### src/rtl/demux_strobe_arbiter.sv
// demux_strobe_arbiter: round-robin sequencer sharing one 74x238 decoder across eight requesters
module demux_strobe_arbiter #(
  parameter int SETUP_CYCLES  = 1,
  parameter int STROBE_CYCLES = 2,
  parameter int HOLD_CYCLES   = 1
) (
  input  logic       clk,
  input  logic       nreset,
  input  logic [7:0] req,
  output logic [2:0] a,
  output logic       g1,
  output logic       ng2a,
  output logic       ng2b,
  output logic [7:0] ack,
  output logic       busy
);
  typedef enum logic [1:0] {IDLE, SETUP, STROBE, HOLD} state_t;
  state_t     r_state, w_next;
  logic [3:0] r_cnt, w_cnt;
  logic [2:0] r_a, r_last, w_a, w_win, w_idx;
  logic [7:0] r_ack, w_ack;
  logic       r_g1, r_busy, w_done;
  always_comb begin
    w_win = r_last;
    w_idx = r_last;
    for (int i = 8; i >= 1; i--) begin
      w_idx = r_last + i[2:0];
      if (req[w_idx]) w_win = w_idx;
    end
  end
  always_comb begin
    w_next = r_state;
    w_cnt  = r_cnt - 4'd1;
    w_a    = r_a;
    w_done = r_cnt == 4'd0;
    case (r_state)
      IDLE: begin
        w_cnt = r_cnt;
        if (req != 8'd0) begin
          w_next = SETUP;
          w_cnt  = 4'(SETUP_CYCLES - 1);
          w_a    = w_win;
        end
      end
      SETUP:  if (w_done) begin w_next = STROBE; w_cnt = 4'(STROBE_CYCLES - 1); end
      STROBE: if (w_done) begin w_next = HOLD;   w_cnt = 4'(HOLD_CYCLES - 1);   end
      default: if (w_done) begin w_next = IDLE;  w_cnt = 4'd0;                  end
    endcase
    w_ack = (w_next == HOLD && w_cnt == 4'd0) ? 8'd1 << w_a : 8'd0;
  end
  always_ff @(posedge clk or negedge nreset) begin
    if (!nreset) begin
      r_state <= IDLE;
      r_cnt   <= 4'd0;
      r_a     <= 3'd0;
      r_last  <= 3'd7;
      r_ack   <= 8'd0;
      r_g1    <= 1'b0;
      r_busy  <= 1'b0;
    end else begin
      r_state <= w_next;
      r_cnt   <= w_cnt;
      r_a     <= w_a;
      r_last  <= (r_state == HOLD && w_done) ? r_a : r_last;
      r_ack   <= w_ack;
      r_g1    <= w_next == STROBE;
      r_busy  <= w_next != IDLE;
    end
  end
  assign a    = r_a;
  assign g1   = r_g1;
  assign ng2a = ~r_g1;
  assign ng2b = ~r_g1;
  assign ack  = r_ack;
  assign busy = r_busy;
endmodule

### config.mk
export PLATFORM = sky130hd
export DESIGN_NAME = demux_strobe_arbiter
export DESIGN_NICKNAME = d
export VERILOG_FILES = /design/src/rtl/demux_strobe_arbiter.sv
export SDC_FILE = /design/constraint.sdc
export NUM_CORES = 1
export LEC_CHECK = 0
export ABC_AREA = 1
export CORE_ASPECT_RATIO = 0.7
export CORE_UTILIZATION = 54
export CTS_CLUSTER_SIZE = 28
export DETAILED_ROUTE_END_ITERATION = 10
export DONT_BUFFER_PORTS = 1
export PLACE_DENSITY = 0.7
export SYNTH_ARGS = -nofsm -noshare
export SYNTH_HDL_FRONTEND = slang
export SYNTH_SLANG_ARGS = --single-unit
### constraint.sdc
create_clock -name clk -period 4.6 [get_ports clk]
set_clock_uncertainty 0.05 [all_clocks]
set_input_delay 1.15 -clock clk [delete_from_list [all_inputs] [get_ports clk]]
set_output_delay 1.15 -clock clk [all_outputs]
set_load 0.1 [all_outputs]
Word-level counts from Yosys, hierarchy flattened
Cells that the tools add are included.
{"block": "totals", "reg_bits": 22, "output_inout_bits": 15, "wordCells": 69}
{"block": "classes", "n_addsub": 8, "n_lt_le_gt_ge": 7, "n_eq_ne": 5, "shift": 1, "muxes": 33, "bitwise": 1, "n_reduce_logical": 7}
{"operator": "3-bit by 4-bit less-than comparator with 1-bit output (second input constant)", "n": 7}
{"operator": "3-bit two-way mux", "n": 9}
{"operator": "1-bit binary-select mux with 3-bit select", "n": 7}
{"operator": "3-bit adder (second input constant)", "n": 4}
{"operator": "4-bit two-way mux", "n": 3}
{"operator": "2-bit equality test (second input constant)", "n": 4}
{"operator": "4-bit logical NOT", "n": 2}
{"operator": "2-bit two-way mux", "n": 4}
{"operator": "8-bit two-way mux", "n": 1}
{"operator": "4-bit case mux with 2 select lines", "n": 1}
{"operator": "8-bit nonzero test", "n": 1}
{"operator": "1-bit by 3-bit << shifter with 8-bit output (first input constant)", "n": 1}
{"operator": "1-bit two-way mux", "n": 7}
{"operator": "3-bit by 2-bit adder with 3-bit output (second input constant)", "n": 2}
{"operator": "2-bit case mux with 3 select lines", "n": 1}
{"operator": "4-bit by 1-bit subtractor with 4-bit output (second input constant)", "n": 1}
{"operator": "3-bit by 1-bit adder with 3-bit output (second input constant)", "n": 1}
{"operator": "2-bit by 1-bit equality test with 1-bit output (second input constant)", "n": 1}
{"operator": "1-bit logical AND", "n": 2}
{"operator": "2-bit logical NOT", "n": 1}
{"operator": "2-bit nonzero test", "n": 1}
{"operator": "1-bit inverter", "n": 1}

Logic depth before layout (Yosys ltp)
Gate-level depths: netlist (run 1).
{"block": "depth", "word_depth": 14, "ltp_mapped": 20, "depth_no_buf": 18}

Worst setup path after synthesis (run 1)
OpenSTA, ideal clock, no wires.
{"block": "synth_path", "path_type": "reg-to-output", "from": "reg r_g1, in the netlist g1", "to": "out ng2b", "t_arrival_ns": 2.006, "t_required_ns": 3.400, "slack_ns": 1.394, "stages_incl_launch_ff": 3, "path_cell_list": "dfrtp_1 > inv_1 > buf_4"}
{"block": "synth_via", "elab_chain_len": 1}
{"item": "from (decl)", "line": "22", "text": "logic r_g1, r_busy, w_done;"}
{"item": "from (signal assigned)", "line": "58", "text": "r_g1 <= 1'b0;"}
{"item": "from (signal assigned)", "line": "66", "text": "r_g1 <= w_next == STROBE;"}
{"item": "1-bit inverter"}
{"item": "to (decl)", "line": "13", "text": "output logic ng2b,"}
No other way between the ends.

Worst setup path after layout (run 1)
{"block": "layout_path", "from": "reg r_g1, in the netlist g1", "to": "out ng2a"}
{"block": "layout_via", "elab_chain_len": 1}
{"item": "1-bit inverter", "line": "72", "text": "assign ng2a = ~r_g1;"}
{"item": "to (decl)", "line": "12", "text": "output logic ng2a,"}
No other way between the ends.

==> impl_metrics.toml, run 1 <==
[run_status]
outcome = "finished, final reports clean"

[yosys]
syn_nets = 232
synth-seq-cells = 22
synth_area_um2 = 1520
seq_area_frac_synth_pct = 36.4
yosys.area.top_type_share_pct = 31.2
yosys.area.top_type = "dfrtp_1"
synth_cell_types = 25
synth_area_leaders = "dfrtp_1 (31%), nand2_1 (17%), nand3_1 (9.5%)"
yosysWarnings = 0
syn_inst = 220
synth.avg_cell_area_um2 = 6.93

[grt]
antenna_found_initial = 0
overflow = 0
grt_pass1_vias = 1250
grt_pass1_wl_mm = 5.82
track_usage_pct = 26.2
grt_start_max_net_pins = 23

[routing]
post_drt_wl_per_cell_um = 14.3
viasPerCell = 5.51
routed_wl_mm = 3.61
antenna_left = 0
drt_iter0_drc = 123
drc = 0
dr_total_vias = 1394
firstDrtPassIters = 4

[sta]
fin_hold_ws_ns = 0.521
relSlewSlack_pct = 38.3
worst_slew_pin_slew_ns = 0.925
drv_slew = 0
setup_violations = 0
finalHoldViolCount = 0
rsz0062_at_grt = "no"
fmax_mhz = 326
min_period_over_period_pct = 66.6
fin_crit_ns = 3.06
setup_tns_ns = 0

[critical_path]
worst-path-max-fanout = 2
crit_arrival_ns = 1.86
worstPathCellList = "inv_2"
r2r_slack_ns = 1.86
startpoint_type = "register"
critPathSlowestCell = "inv_2"
worstSetupPathDepth = 1
worst_r2r_path_depth = 17
cp_top_family = "buffers and inverters"
critPathMaxStageDelay_ns = 0.86
cp.required_ns = 3.40
worstSetupPathType = "register to output port"
worst-path-buf-inv = 1
worst_setup_path_end_kind = "output port"

[floorplanning]
initial_core_util_pct = 59.3
ioPinCount = 25
die_w_um = 65.5
die_area_um2 = 3040
core_um2 = 2570
rows = 15
die_h_um = 46.4

[cts]
ctsResizeCount = 0
cts_buffers = 3
clkTransAtPathRegs_ns = 0.08
cts_tree = "built"
clock_sinks = 22
cts_max_level = 1
clock_path_buffers = 2
clk_latency_ns = 0.26
cts_hold_buf = 0
clk_root_buffer_cell = "clkbuf_8"
cts_setup_buffers = 0

[cells_and_area]
areaGrowthSynthToFinish_pct = 2.55
nNetsFinal = 232
fillerInstances = 226
drive_gt1_share_pct = 15.1
final_cell_area_um2 = 1560
n_antenna_cell = 0

[placed_design]
gp_congestion = 0.920
port_buffers = 0
post_dp_cell_area_um2 = 1520
dp_hpwl_mm = 2.88

[run]
maxCapViolCount = 0

[worst_hold_path]
hold_class = "primary input to asynchronous set/reset pin"
-- cell families (layout without fill, tap and decap cells) --
kind of cell,Yosys count,count (layout),synth area share (%)
flip-flops,22,22,36.4
adder cells (fa/ha/maj),2,2,1.64
XOR/XNOR,3,3,1.72
buffers and inverters,32,31,10.0
AO/OA/AOI/OAI,18,18,6.57
AND/OR/NAND/NOR,143,143,43.7
-- cells in the mapped netlist (all sizes together) --
master and number:
nand3 36, o32ai 1, dfrtp 19, a31oi 2
o21ai 4, inv 27, buf 5, nor4 1
dfstp 3, nand4 1, ha 2, nor2 27
nand2 78, xnor2 1, xor2 2, a21oi 11
-- layout make-up --
type | count | area, um2 | area share, %
Multi-Input combinational cell | 166 | 817 | 52.3
Sequential cell | 22 | 554 | 35.5
Inverter | 27 | 104 | 6.65
Clock buffer | 4 | 45.0 | 2.88
Tap cell | 34 | 42.5 | 2.72
-- worst paths after layout --
path,start,to
worst max register to register,r_last[0],ack[0]
min in group clk,r_cnt[0],r_cnt[0]
worst max-delay path,g1,ng2a
max in group asynchronous,nreset,r_last[1]
worst min register to register,r_cnt[0],r_cnt[0]
worst min-delay path,nreset,g1
-- cells in the final DEF, fill, tap and decap left out, drive strengths merged, types with 3 or more instances in the layout --
cell	n
a21oi	11
clkbuf	4
dfrtp	19
dfstp	3
inv	27
nand2	78
nand3	36
nor2	27
o21ai	4
-- flip-flops by register name, summed over array words and instances (netlist names) --
register  cells
busy          1
a             3
r_last        3
ack           8
r_state       2
r_cnt         4
g1            1
-- per-layer routing --
layer,vias to the layer above,global-route usage [%],part of all wire (%)
met5,-,0,0
met4,0,1.30,0.28
met3,2,8.42,10
met2,59,38.8,42
met1,636,39.1,48
li1,697,-,-
-- stage by stage --
stage | cells | util, % | setup slack (ns)
2_1_floorplan | 220 | - | 1.39
3_3_place_gp | 249 | 59.0 | 1.82
3_5_place_dp | 249 | 59.0 | 1.83
4_1_cts | 253 | 60.8 | 1.53
5_1_grt | 253 | 60.8 | 1.50
6_report | 253 | 60.8 | 1.54
Power of run 1 is left out: the tool's default activity adds up to more than one toggle a clock period on the data nets, which glitch-free logic cannot reach.
==> inputs of run 2 (changes only) <==
--- a/config.mk
+++ b/config.mk
@@ -11,7 +11,7 @@
 export CTS_CLUSTER_SIZE = 28
 export DETAILED_ROUTE_END_ITERATION = 10
 export DONT_BUFFER_PORTS = 1
-export PLACE_DENSITY = 0.7
+export PLACE_DENSITY = 0.73
 export SYNTH_ARGS = -nofsm -noshare
 export SYNTH_HDL_FRONTEND = slang
 export SYNTH_SLANG_ARGS = --single-unit
==> constraint.sdc (replaced) <==
create_clock -name clk -period 2.7 [get_ports clk]
set_clock_uncertainty 0.05 [all_clocks]
set_input_delay 0.675 -clock clk [delete_from_list [all_inputs] [get_ports clk]]
set_output_delay 0.675 -clock clk [all_outputs]
set_load 0.1 [all_outputs]
==> run 2 against run 1 <==
Against the previous run: final cell count up 3.2%; setup slack worse by 1.3 ns; design area up 4.8%; first-iteration DRC count up 4.9%; highest routed layer unchanged; non-clock buffer count up 8.
==> impl_metrics.toml, run 2 (synthesis results as in run 1) <==
[run_status]
outcome = "finished, final reports clean"

[critical_path]
worstSetupPathType = "register to register"
cp.required_ns = 2.83
startpoint_type = "register"
crit_arrival_ns = 2.58
worst_setup_path_end_kind = "register"
worst-path-max-fanout = 11
r2r_slack_ns = 0.25

[floorplanning]
initial_core_util_pct = 59.3
die_h_um = 46.4
ioPinCount = 25
core_um2 = 2570
die_w_um = 65.5
rows = 15
die_area_um2 = 3040

[grt]
grt_pass1_wl_mm = 6.12
track_usage_pct = 27.9
grt_pass1_vias = 1314
antenna_found_initial = 0
grt_start_max_net_pins = 23
overflow = 0

[run]
maxCapViolCount = 0

[routing]
antenna_left = 0
firstDrtPassIters = 4
viasPerCell = 5.47
post_drt_wl_per_cell_um = 14.7
routed_wl_mm = 3.83
drc = 0
dr_total_vias = 1428
drt_iter0_drc = 129

[cts]
clk_root_buffer_cell = "clkbuf_8"
clkTransAtPathRegs_ns = 0.08
clock_path_buffers = 2
cts_hold_buf = 0
cts_max_level = 1
clk_latency_ns = 0.26
cts_tree = "built"
clock_sinks = 22
cts_buffers = 3

[cells_and_area]
n_antenna_cell = 0
final_core_util_pct = 63.7
layout_commonest_cell = "nand2_1"
largest_reg_flops = 8
nNetsFinal = 240
drive_gt1_share_pct = 19.4
areaGrowthSynthToFinish_pct = 7.47
final_cell_mix = "nand2_1 (67), nand3_1 (29), nor2_1 (25)"

[sta]
relSlewSlack_pct = 39.4
fmax_mhz = 408
drv_slew = 0
worst_slew_pin_slew_ns = 0.909
fin_crit_ns = 2.45
min_period_over_period_pct = 90.7
setup_tns_ns = 0
setup_violations = 0
finalHoldViolCount = 0
rsz0062_at_grt = "no"

[placed_design]
port_buffers = 0
dp_hpwl_mm = 3.11
gp_congestion = 0.908

[worst_hold_path]
hold_class = "primary input to asynchronous set/reset pin"
## run 2: changes by cell type in the layout (fill, tap and decap cells not counted), sizes merged
cell,delta
buf,+8
clkinvlp,+1
inv,-1
## run 2: timing repair
item	CTS	global route
endpoints found under the setup margin	0	3
setup buffers	0	0
gates resized for setup	0	1
## run 2: per-stage QoR
step | area [um2] | cells | hold WS (ns) | setup slack [ns]
6_report | 1640 | 261 | 0.0428 | 0.251
5_1_grt | 1640 | 261 | 0.0318 | 0.0368
4_1_cts | 1640 | 261 | 0.0471 | 0.224
3_5_place_dp | 1580 | 257 | 0.330 | 0.246
3_3_place_gp | 1580 | 257 | 0.330 | 0.284
2_1_floorplan | 1530 | 220 | 0.329 | 0.284
## run 2: path summary, 6_finish.rpt
check,startpoint,endpoint,cells after the start
max,r_last[0],ack[0],16
min,nreset,r_cnt[1],0
max in group asynchronous,nreset,r_last[1],0
max reg2reg,r_last[0],ack[0],16
min in group clk,r_cnt[0],r_cnt[0],1
min reg2reg,r_cnt[0],r_cnt[0],1
## run 2: worst max-delay path, stage by stage (launching register included)
cell     delay [ns]
dfstp_2        0.57
inv_4          0.07
ha_1           0.35
buf_4          0.17
nand3_1        0.09
nand3_1        0.15
nand2_1        0.09
nand3_1        0.07
nand3_1        0.07
nand2_1        0.05
nand2_1        0.05
nand2_1        0.05
nand2_1        0.05
nand2_1        0.05
nand2_1        0.11
nand3_1        0.16
nor2_1         0.16
## run 2: final cells by class
class	instances	area, um2
inverters	27	108
clock buffers	4	55.1
repair buffers	8	60.1
multi-input cells	166	817
fillers	234	933
well taps	34	42.5
flip-flops and latches	22	556
## run 2: layer usage
metal / vias to the layer above / share of wire (%) / global-route usage, %
met5: - / 0 / 0
met4: 0 / 0.10 / 3.91
met3: 2 / 9.1 / 9.65
met2: 47 / 42 / 40.4
met1: 670 / 49 / 40.7
li1: 709 / - / -
Power of run 2 is left out for the same reason.
